**src/rtl/uart_mmio_if.sv**
```systemverilog
// Core data-port view of the UART MMIO block: strobes, address and data from the
// core, and the combinational load data and decode hit returned to it.
interface uart_mmio_if;
  logic        mem_write;
  logic        mem_read;
  logic [63:0] data_addr;
  logic [63:0] write_data;
  logic [63:0] read_data;
  logic        mmio_hit;

  modport master (
    output mem_write,
    output mem_read,
    output data_addr,
    output write_data,
    input  read_data,
    input  mmio_hit
  );

  modport slave (
    input  mem_write,
    input  mem_read,
    input  data_addr,
    input  write_data,
    output read_data,
    output mmio_hit
  );
endinterface

```
**src/rtl/uart_mmio.sv**
```systemverilog
// Memory-mapped UART responder: stores to the data register fill a TX FIFO that
// drains one paced character per pop to the console; loads poll the RX side.
module uart_mmio #(
  parameter int          TX_DEPTH  = 16,
  parameter int          TX_GAP    = 0,
  parameter logic [63:0] ADDR_DATA = 64'h0000_0000_1000_0000,
  parameter logic [63:0] ADDR_LSR  = 64'h0000_0000_1000_0005
) (
  input  logic       clk,
  input  logic       rst,
  uart_mmio_if.slave bus,
  output logic       uart_out_valid,
  output logic [7:0] uart_out_ch,
  output logic       uart_in_valid,
  input  logic [7:0] uart_in_ch,
  output logic       tx_overflow
);

  localparam int PTR_W = $clog2(TX_DEPTH);
  localparam int CNT_W = PTR_W + 1;
  localparam int GAP_W = $clog2(TX_GAP + 2);
  localparam logic [CNT_W-1:0] DEPTH_C = CNT_W'(TX_DEPTH);
  localparam logic [GAP_W-1:0] GAP_C   = GAP_W'(TX_GAP);

  logic [7:0]       fifo_q [TX_DEPTH];
  logic [PTR_W-1:0] wr_ptr_q, wr_ptr_d;
  logic [PTR_W-1:0] rd_ptr_q, rd_ptr_d;
  logic [CNT_W-1:0] count_q, count_d;
  logic [GAP_W-1:0] gap_q, gap_d;
  logic             out_valid_q, out_valid_d;
  logic [7:0]       out_ch_q, out_ch_d;
  logic             ovf_q, ovf_d;

  logic        hit_data_s;
  logic        hit_lsr_s;
  logic        push_req_s;
  logic        pop_s;
  logic        push_s;
  logic        drop_s;
  logic [7:0]  lsr_s;
  logic [63:0] read_data_s;
  logic        unused_wdata_s;

  assign hit_data_s     = (bus.data_addr == ADDR_DATA);
  assign hit_lsr_s      = (bus.data_addr == ADDR_LSR);
  assign bus.mmio_hit   = hit_data_s | hit_lsr_s;
  assign unused_wdata_s = ^bus.write_data[63:8];

  // A full FIFO still accepts a push when the head leaves in the same cycle.
  assign push_req_s = bus.mem_write & hit_data_s;
  assign pop_s      = (count_q != {CNT_W{1'b0}}) & (gap_q == {GAP_W{1'b0}});
  assign push_s     = push_req_s & ((count_q < DEPTH_C) | pop_s);
  assign drop_s     = push_req_s & ~push_s;

  assign lsr_s = {ovf_q,
                  (count_q == {CNT_W{1'b0}}) & ~out_valid_q,
                  (count_q < DEPTH_C),
                  4'b0000,
                  1'b1};

  // FIFO pointers, occupancy, pacing and output next-state
  always_comb begin
    wr_ptr_d    = wr_ptr_q;
    rd_ptr_d    = rd_ptr_q;
    count_d     = count_q;
    gap_d       = gap_q;
    out_valid_d = pop_s;
    out_ch_d    = out_ch_q;
    ovf_d       = ovf_q | drop_s;

    if (push_s) begin
      wr_ptr_d = wr_ptr_q + {{(PTR_W-1){1'b0}}, 1'b1};
    end else begin
      wr_ptr_d = wr_ptr_q;
    end

    if (pop_s) begin
      rd_ptr_d = rd_ptr_q + {{(PTR_W-1){1'b0}}, 1'b1};
      out_ch_d = fifo_q[rd_ptr_q];
      gap_d    = GAP_C;
    end else if (gap_q != {GAP_W{1'b0}}) begin
      gap_d = gap_q - {{(GAP_W-1){1'b0}}, 1'b1};
    end else begin
      gap_d = gap_q;
    end

    case ({push_s, pop_s})
      2'b10:   count_d = count_q + {{(CNT_W-1){1'b0}}, 1'b1};
      2'b01:   count_d = count_q - {{(CNT_W-1){1'b0}}, 1'b1};
      default: count_d = count_q;
    endcase
  end

  // Control and output registers
  always_ff @(posedge clk) begin
    if (rst) begin
      wr_ptr_q    <= {PTR_W{1'b0}};
      rd_ptr_q    <= {PTR_W{1'b0}};
      count_q     <= {CNT_W{1'b0}};
      gap_q       <= {GAP_W{1'b0}};
      out_valid_q <= 1'b0;
      out_ch_q    <= 8'h00;
      ovf_q       <= 1'b0;
    end else begin
      wr_ptr_q    <= wr_ptr_d;
      rd_ptr_q    <= rd_ptr_d;
      count_q     <= count_d;
      gap_q       <= gap_d;
      out_valid_q <= out_valid_d;
      out_ch_q    <= out_ch_d;
      ovf_q       <= ovf_d;
    end
  end

  // FIFO storage
  always_ff @(posedge clk) begin
    if (rst) begin
      for (int i = 0; i < TX_DEPTH; i++) begin
        fifo_q[i] <= 8'h00;
      end
    end else if (push_s) begin
      fifo_q[wr_ptr_q] <= bus.write_data[7:0];
    end else begin
      fifo_q[wr_ptr_q] <= fifo_q[wr_ptr_q];
    end
  end

  // Load data: RX character passes straight through, 8'hFF included
  always_comb begin
    read_data_s = 64'h0;
    if (bus.mem_read && hit_data_s) begin
      read_data_s = {56'h0, uart_in_ch};
    end else if (bus.mem_read && hit_lsr_s) begin
      read_data_s = {56'h0, lsr_s};
    end else begin
      read_data_s = 64'h0;
    end
  end

  assign bus.read_data  = read_data_s;
  assign uart_in_valid  = bus.mem_read & hit_data_s;
  assign uart_out_valid = out_valid_q;
  assign uart_out_ch    = out_ch_q;
  assign tx_overflow    = ovf_q;

endmodule

```
**src/flat_wrapper.sv**
```systemverilog
// flat-port wrapper written by rule: the top's interface ports become plain ports
module uart_mmio_flat 
#(
  parameter int          TX_DEPTH  = 16,
  parameter int          TX_GAP    = 0,
  parameter logic [63:0] ADDR_DATA = 64'h0000_0000_1000_0000,
  parameter logic [63:0] ADDR_LSR  = 64'h0000_0000_1000_0005
)
  (clk, rst, uart_out_valid, uart_out_ch, uart_in_valid, uart_in_ch, tx_overflow, bus_mem_write, bus_mem_read, bus_data_addr, bus_write_data, bus_read_data, bus_mmio_hit);
  uart_mmio_if bus_i ();
  input  logic clk;
  input  logic rst;
  output logic uart_out_valid;
  output logic [7:0] uart_out_ch;
  output logic uart_in_valid;
  input  logic [7:0] uart_in_ch;
  output logic tx_overflow;
  input wire logic [$bits(bus_i.mem_write)-1:0] bus_mem_write;
  input wire logic [$bits(bus_i.mem_read)-1:0] bus_mem_read;
  input wire logic [$bits(bus_i.data_addr)-1:0] bus_data_addr;
  input wire logic [$bits(bus_i.write_data)-1:0] bus_write_data;
  output wire logic [$bits(bus_i.read_data)-1:0] bus_read_data;
  output wire logic [$bits(bus_i.mmio_hit)-1:0] bus_mmio_hit;
  assign bus_i.mem_write = bus_mem_write;
  assign bus_i.mem_read = bus_mem_read;
  assign bus_i.data_addr = bus_data_addr;
  assign bus_i.write_data = bus_write_data;
  assign bus_read_data = bus_i.read_data;
  assign bus_mmio_hit = bus_i.mmio_hit;
  uart_mmio #(.TX_DEPTH(TX_DEPTH), .TX_GAP(TX_GAP), .ADDR_DATA(ADDR_DATA), .ADDR_LSR(ADDR_LSR)) u_core (.clk(clk), .rst(rst), .bus(bus_i), .uart_out_valid(uart_out_valid), .uart_out_ch(uart_out_ch), .uart_in_valid(uart_in_valid), .uart_in_ch(uart_in_ch), .tx_overflow(tx_overflow));
endmodule
```
**config.mk**
```make
export PLATFORM = sky130hd
export DESIGN_NAME = uart_mmio_flat
export DESIGN_NICKNAME = d
export VERILOG_FILES = /design/src/rtl/uart_mmio_if.sv /design/src/rtl/uart_mmio.sv /design/src/flat_wrapper.sv
export SDC_FILE = /design/constraint.sdc
export NUM_CORES = 1
export LEC_CHECK = 0
export ABC_AREA = 1
export CAP_MARGIN = 15
export CORE_ASPECT_RATIO = 0.8
export CORE_UTILIZATION = 49
export CTS_CLUSTER_SIZE = 14
export DETAILED_ROUTE_END_ITERATION = 6
export PLACE_DENSITY_LB_ADDON = 0.2
export SLEW_MARGIN = 40
export SYNTH_ARGS = -nofsm -noshare
export SYNTH_HDL_FRONTEND = slang
export SYNTH_SLANG_ARGS = --single-unit
```
**constraint.sdc**
```tcl
create_clock -name clk -period 3.1 [get_ports clk]
set_input_delay 0.775 -clock clk [delete_from_list [all_inputs] [get_ports clk]]
set_output_delay 0.775 -clock clk [all_outputs]
set_load 0.005 [all_outputs]
```
==> key figures <==
CTS
  • CTS tree: built
  • Clk slew on worst S/H paths: roughly 0.060 ns
  • Clock net sink count: 152
  • H-tree Lvls: 4
  • Root buffer cell: clkbuf_16
  • Clock Path Buffers: 2
  • Clock Latency Late Sink: about 0.43 ns
  • Clock buffer count from CTS: 17

Detailed routing
  • WL met1: 8342 um
  • Vias/cell: 4.982
  • Via count: roughly 6,200
  • ANT nets after route: 0
  • Met2 Wirelength: a little over 9000 um
  • Max Used Layer: met4
  • Post-Route WL: 19,400 um
  • DRC viols: 0
  • Wire per inst: 15.53 um
  • Met3 Routed Length: ~1600 um
  • Drt first pass iters: 5
  • DR iter-0 viols: 448

Critical path
  • Register-to-Register Setup Slack: ~0.74 ns
  • CP max stage delay: between 0.4 and 0.5 ns
  • Worst R2R End: u_core.count_q[4]$_SDFFE_PP0P_
  • Critical path arrival: between 2 and 2.5 ns
  • Critical path cell sequence: clkdlybuf4s50_1, nor2_1, nand2_1, nor2_2, nand2_2, nor2_4, buf_4, nand2_4, o21ai_0, dlygate4sd2_1
  • Slowest stage cell, crit path: clkdlybuf4s50_1
  • Worst Path Max Fanout: 3
  • CP delay by family, top: buffers and inverters
  • Worst setup path class: primary input to output pin
  • Worst Path Required: between 2 and 2.5 ns
  • FF-to-FF Start: u_core.count_q[4]$_SDFFE_PP0P_
  • Critical Path Start Type: primary input
  • Worst setup EP type: output pin
  • Buf/Inv on CP: 3
  • R2r worst-path depth: 14

Timing
  • Fmax: about 330 MHz
  • Worst hold slack: 0.4968 ns
  • Crit path time final: about 3 ns
  • Slew Limit Headroom: approximately 50%
  • Hold Fails Final Rpt: 0
  • Slew @ Worst Pin: ~0.77 ns
  • Tcrit/Tclk final: 96.75%
  • Max Slew Vio Count: 0
  • RSZ-0062 raised after global routing: no
  • Final setup margin: 0.1008 ns
  • Worst Skew: between 0.008 and 0.009 ns
  • Final setup violation count: 0
  • Setup_tns: 0 ns

Synth
  • Post-synth top area share: approximately 48%
  • Synth area leader: edfxtp_1
  • Synth warnings: 0
  • Mapped Avg Cell Area: ~9.1 um2
  • Top post-synthesis cells by count: 314 x nor2_1, 128 x edfxtp_1, 77 x o21ai_0
  • Post-synth ARST share: 0%
  • Most common cell in the synthesized netlist: nor2_1
  • Library cells used by synthesis: 33
  • Yosys reg bits: roughly 150
  • Synthesized netlist cell count: 886
  • Sequential element share of the synthesized area: a little over half
  • Synthesized cell area: just over 8000 um2
  • Synth area leaders: edfxtp_1 48%, nor2_1 15%, dfxtp_1 6.0%
  • Number of flops mapped to enable cells by yosys: 128
  • Top_reg_cell synth: edfxtp_1

Layout
  • Layout cells sized above 1: 13.83%
  • Post-layout util: between 60% and 70%
  • Layout Area Growth over Synthesis: 27.11%
  • Final #Nets: 1,171
  • Post-route insts no fill: about 1,200
  • Post-route cell area: 10,250 um2
  • # diodes: 0

Pwr
  • PD cells: around 650 nW/um2
  • Clk pwr share: approximately 34%
  • PnR Total Power: approximately 6.7 mW
  • Seq pwr share: 38.1%
  • Cell-internal power: approximately 4.6 mW
  • Pleak: around 4.2 nW
  • Comb power frac: ~28%
  • Worst vdd ir: between 400 and 500 uV
  • Sw Ratio: 31.00%
  • Net switching power figure: 2.062 mW

Placed design
  • Placed cells: around 1,200
  • PortBufs: just over 100
  • Placer Congestion: around 0.85
  • Place WS: -0.4275 ns
  • Area post-placement: 9465 um2
  • Detailed placement HPWL: 13,450 um

Floorplanning
  • Die Wd: around 150 um
  • Core Rows: 41
  • Die area: around 17,000 um2
  • Core area: 15,950 um2
  • Die Ht: about 120 um
  • IO Count: between 200 and 250
  • Initial Util: just over 50%

Run
  • Max-Cap Viols: 0

Global route
  • Vias in the first global route: 5,845
  • Antenna violations before repair: 0
  • Global route overflow: 0
  • Largest net degree at the start of global routing: 67
  • First-pass GRT wire length: 30,330 um
  • Tot GR Track Use: between 20% and 30%

Min path
  • Worst Min Path Start: u_core.tx_overflow$_SDFF_PP0_
  • Min-Delay Path Class: flip-flop to flip-flop
  • Hold path depth: 2
  • Hold EP: u_core.tx_overflow$_SDFF_PP0_

Status
  • Outcome: finished clean
[worst max path at each step]
| stage | cells past startpoint | end | slack (ns) | from |
|---|---|---|---|---|
| 2_1_floorplan | 14 | u_core.count_q[4]$_SDFFE_PP0P_ | 0.33 | bus_data_addr[23] |
| 5_1_grt | 16 | u_core.count_q[3]$_SDFFE_PP0P_ | 0.001 | bus_data_addr[51] |
| 6_report | 10 | bus_mmio_hit | 0.10 | bus_data_addr[11] |
| 4_1_cts | 11 | bus_read_data[5] | -0.08 | bus_data_addr[28] |
| 3_5_place_dp | 11 | bus_read_data[5] | -0.43 | bus_data_addr[53] |
| 3_3_place_gp | 11 | bus_read_data[6] | -0.43 | bus_data_addr[53] |
[cell families (layout without fill, tap and decap cells)]
| logic type | Yosys count | in the layout | share of synthesized area, % |
|---|---|---|---|
| compound gates | 122 | 122 | 8.593 |
| xor+xnor | 2 | 2 | 0.2172 |
| fa+ha+maj | 10 | 10 | 1.644 |
| buf+inv | 148 | 240 | 9.958 |
| flops | 152 | 152 | 53.61 |
| other cells | 1 | 57 | 0.04649 |
| simple gates | 451 | 451 | 25.93 |
[per-layer routing]
metal | vias to the layer above | GRT usage [%]
li1 | 3122 | -
met1 | 2892 | 29.84
met2 | 187 | 38.72
met3 | 22 | 9.023
met4 | 0 | 6.807
met5 | - | 0
[placed cells by master, fill, tap and decap left out, types with 3 or more instances in the layout]
| master | Yosys | routed |
|---|---|---|
| bufinv_16 | 0 | 5 |
| nand3_1 | 32 | 30 |
| buf_2 | 11 | 4 |
| o21ai_0 | 77 | 71 |
| o21ai_1 | 0 | 6 |
| nor2_1 | 314 | 309 |
| nor2_2 | 10 | 15 |
| o211ai_1 | 32 | 32 |
| nand4_1 | 6 | 6 |
| conb_1 | 1 | 57 |
| buf_4 | 56 | 44 |
| dlymetal6s2s_1 | 0 | 24 |
| a21oi_1 | 12 | 12 |
| clkdlybuf4s50_1 | 0 | 69 |
| nand4_4 | 15 | 15 |
| nand2_1 | 65 | 63 |
| ha_4 | 0 | 3 |
| edfxtp_1 | 128 | 128 |
| inv_1 | 46 | 44 |
| buf_12 | 1 | 11 |
| dfxtp_1 | 24 | 22 |
| inv_2 | 1 | 3 |
| ha_1 | 9 | 6 |
| clkbuf_1 | 28 | 3 |
| clkbuf_16 | 0 | 17 |
| clkbuf_2 | 0 | 4 |
| nand2_2 | 1 | 3 |
[layout make-up]
class                           instances  area, um2
Fill cell                            1330       5700
Sequential cell                       152       4327
Multi-Input combinational cell        642       3219
Timing Repair Buffer                  159       1610
Clock buffer                           21      450.4
Tap cell                              215      269.0
Clock inverter                         11      193.9
Inverter                               49      183.9
[flip-flops by register name, summed over array words and instances (netlist names)]
name and count:
u_core.wr_ptr_q 4, u_core.uart_out_valid 1, u_core.gap_q 1, u_core.fifo_q 128
u_core.tx_overflow 1, u_core.count_q 5, u_core.uart_out_ch 8, u_core.rd_ptr_q 4
[power groups by stage]
| stage | Clock, mW | Combinational (mW) | Sequential, mW |
|---|---|---|---|
| 3_3_place_gp | 0 | 1.76 | 2.56 |
| 2_1_floorplan | 0 | 1.20 | 2.50 |
| 3_5_place_dp | 0 | 1.79 | 2.57 |
| 4_1_cts | 2.28 | 1.80 | 2.53 |
| 5_1_grt | 2.36 | 2.08 | 2.56 |
| 6_report | 2.26 | 1.86 | 2.53 |
[worst reg2reg max path, delay by kind of cell, from the launching register on]
kind                       cells  cell delay (ns)
adders and majority gates      2             0.65
DFF                            1             0.43
and+or+nand+nor                5             0.49
buffers and inverters          3             0.31
AOI/OAI and AO/OA              4             0.43
[what timing repair did]
action                     in CTS  in global routing
setup endpoints to repair      10                 12
cloned                          0                  0
pin swaps                       5                 36
buffers inserted                4                  3
hold buffers                    0                  0
resized for setup              30                 47
Power figures use the tool's default switching activity.
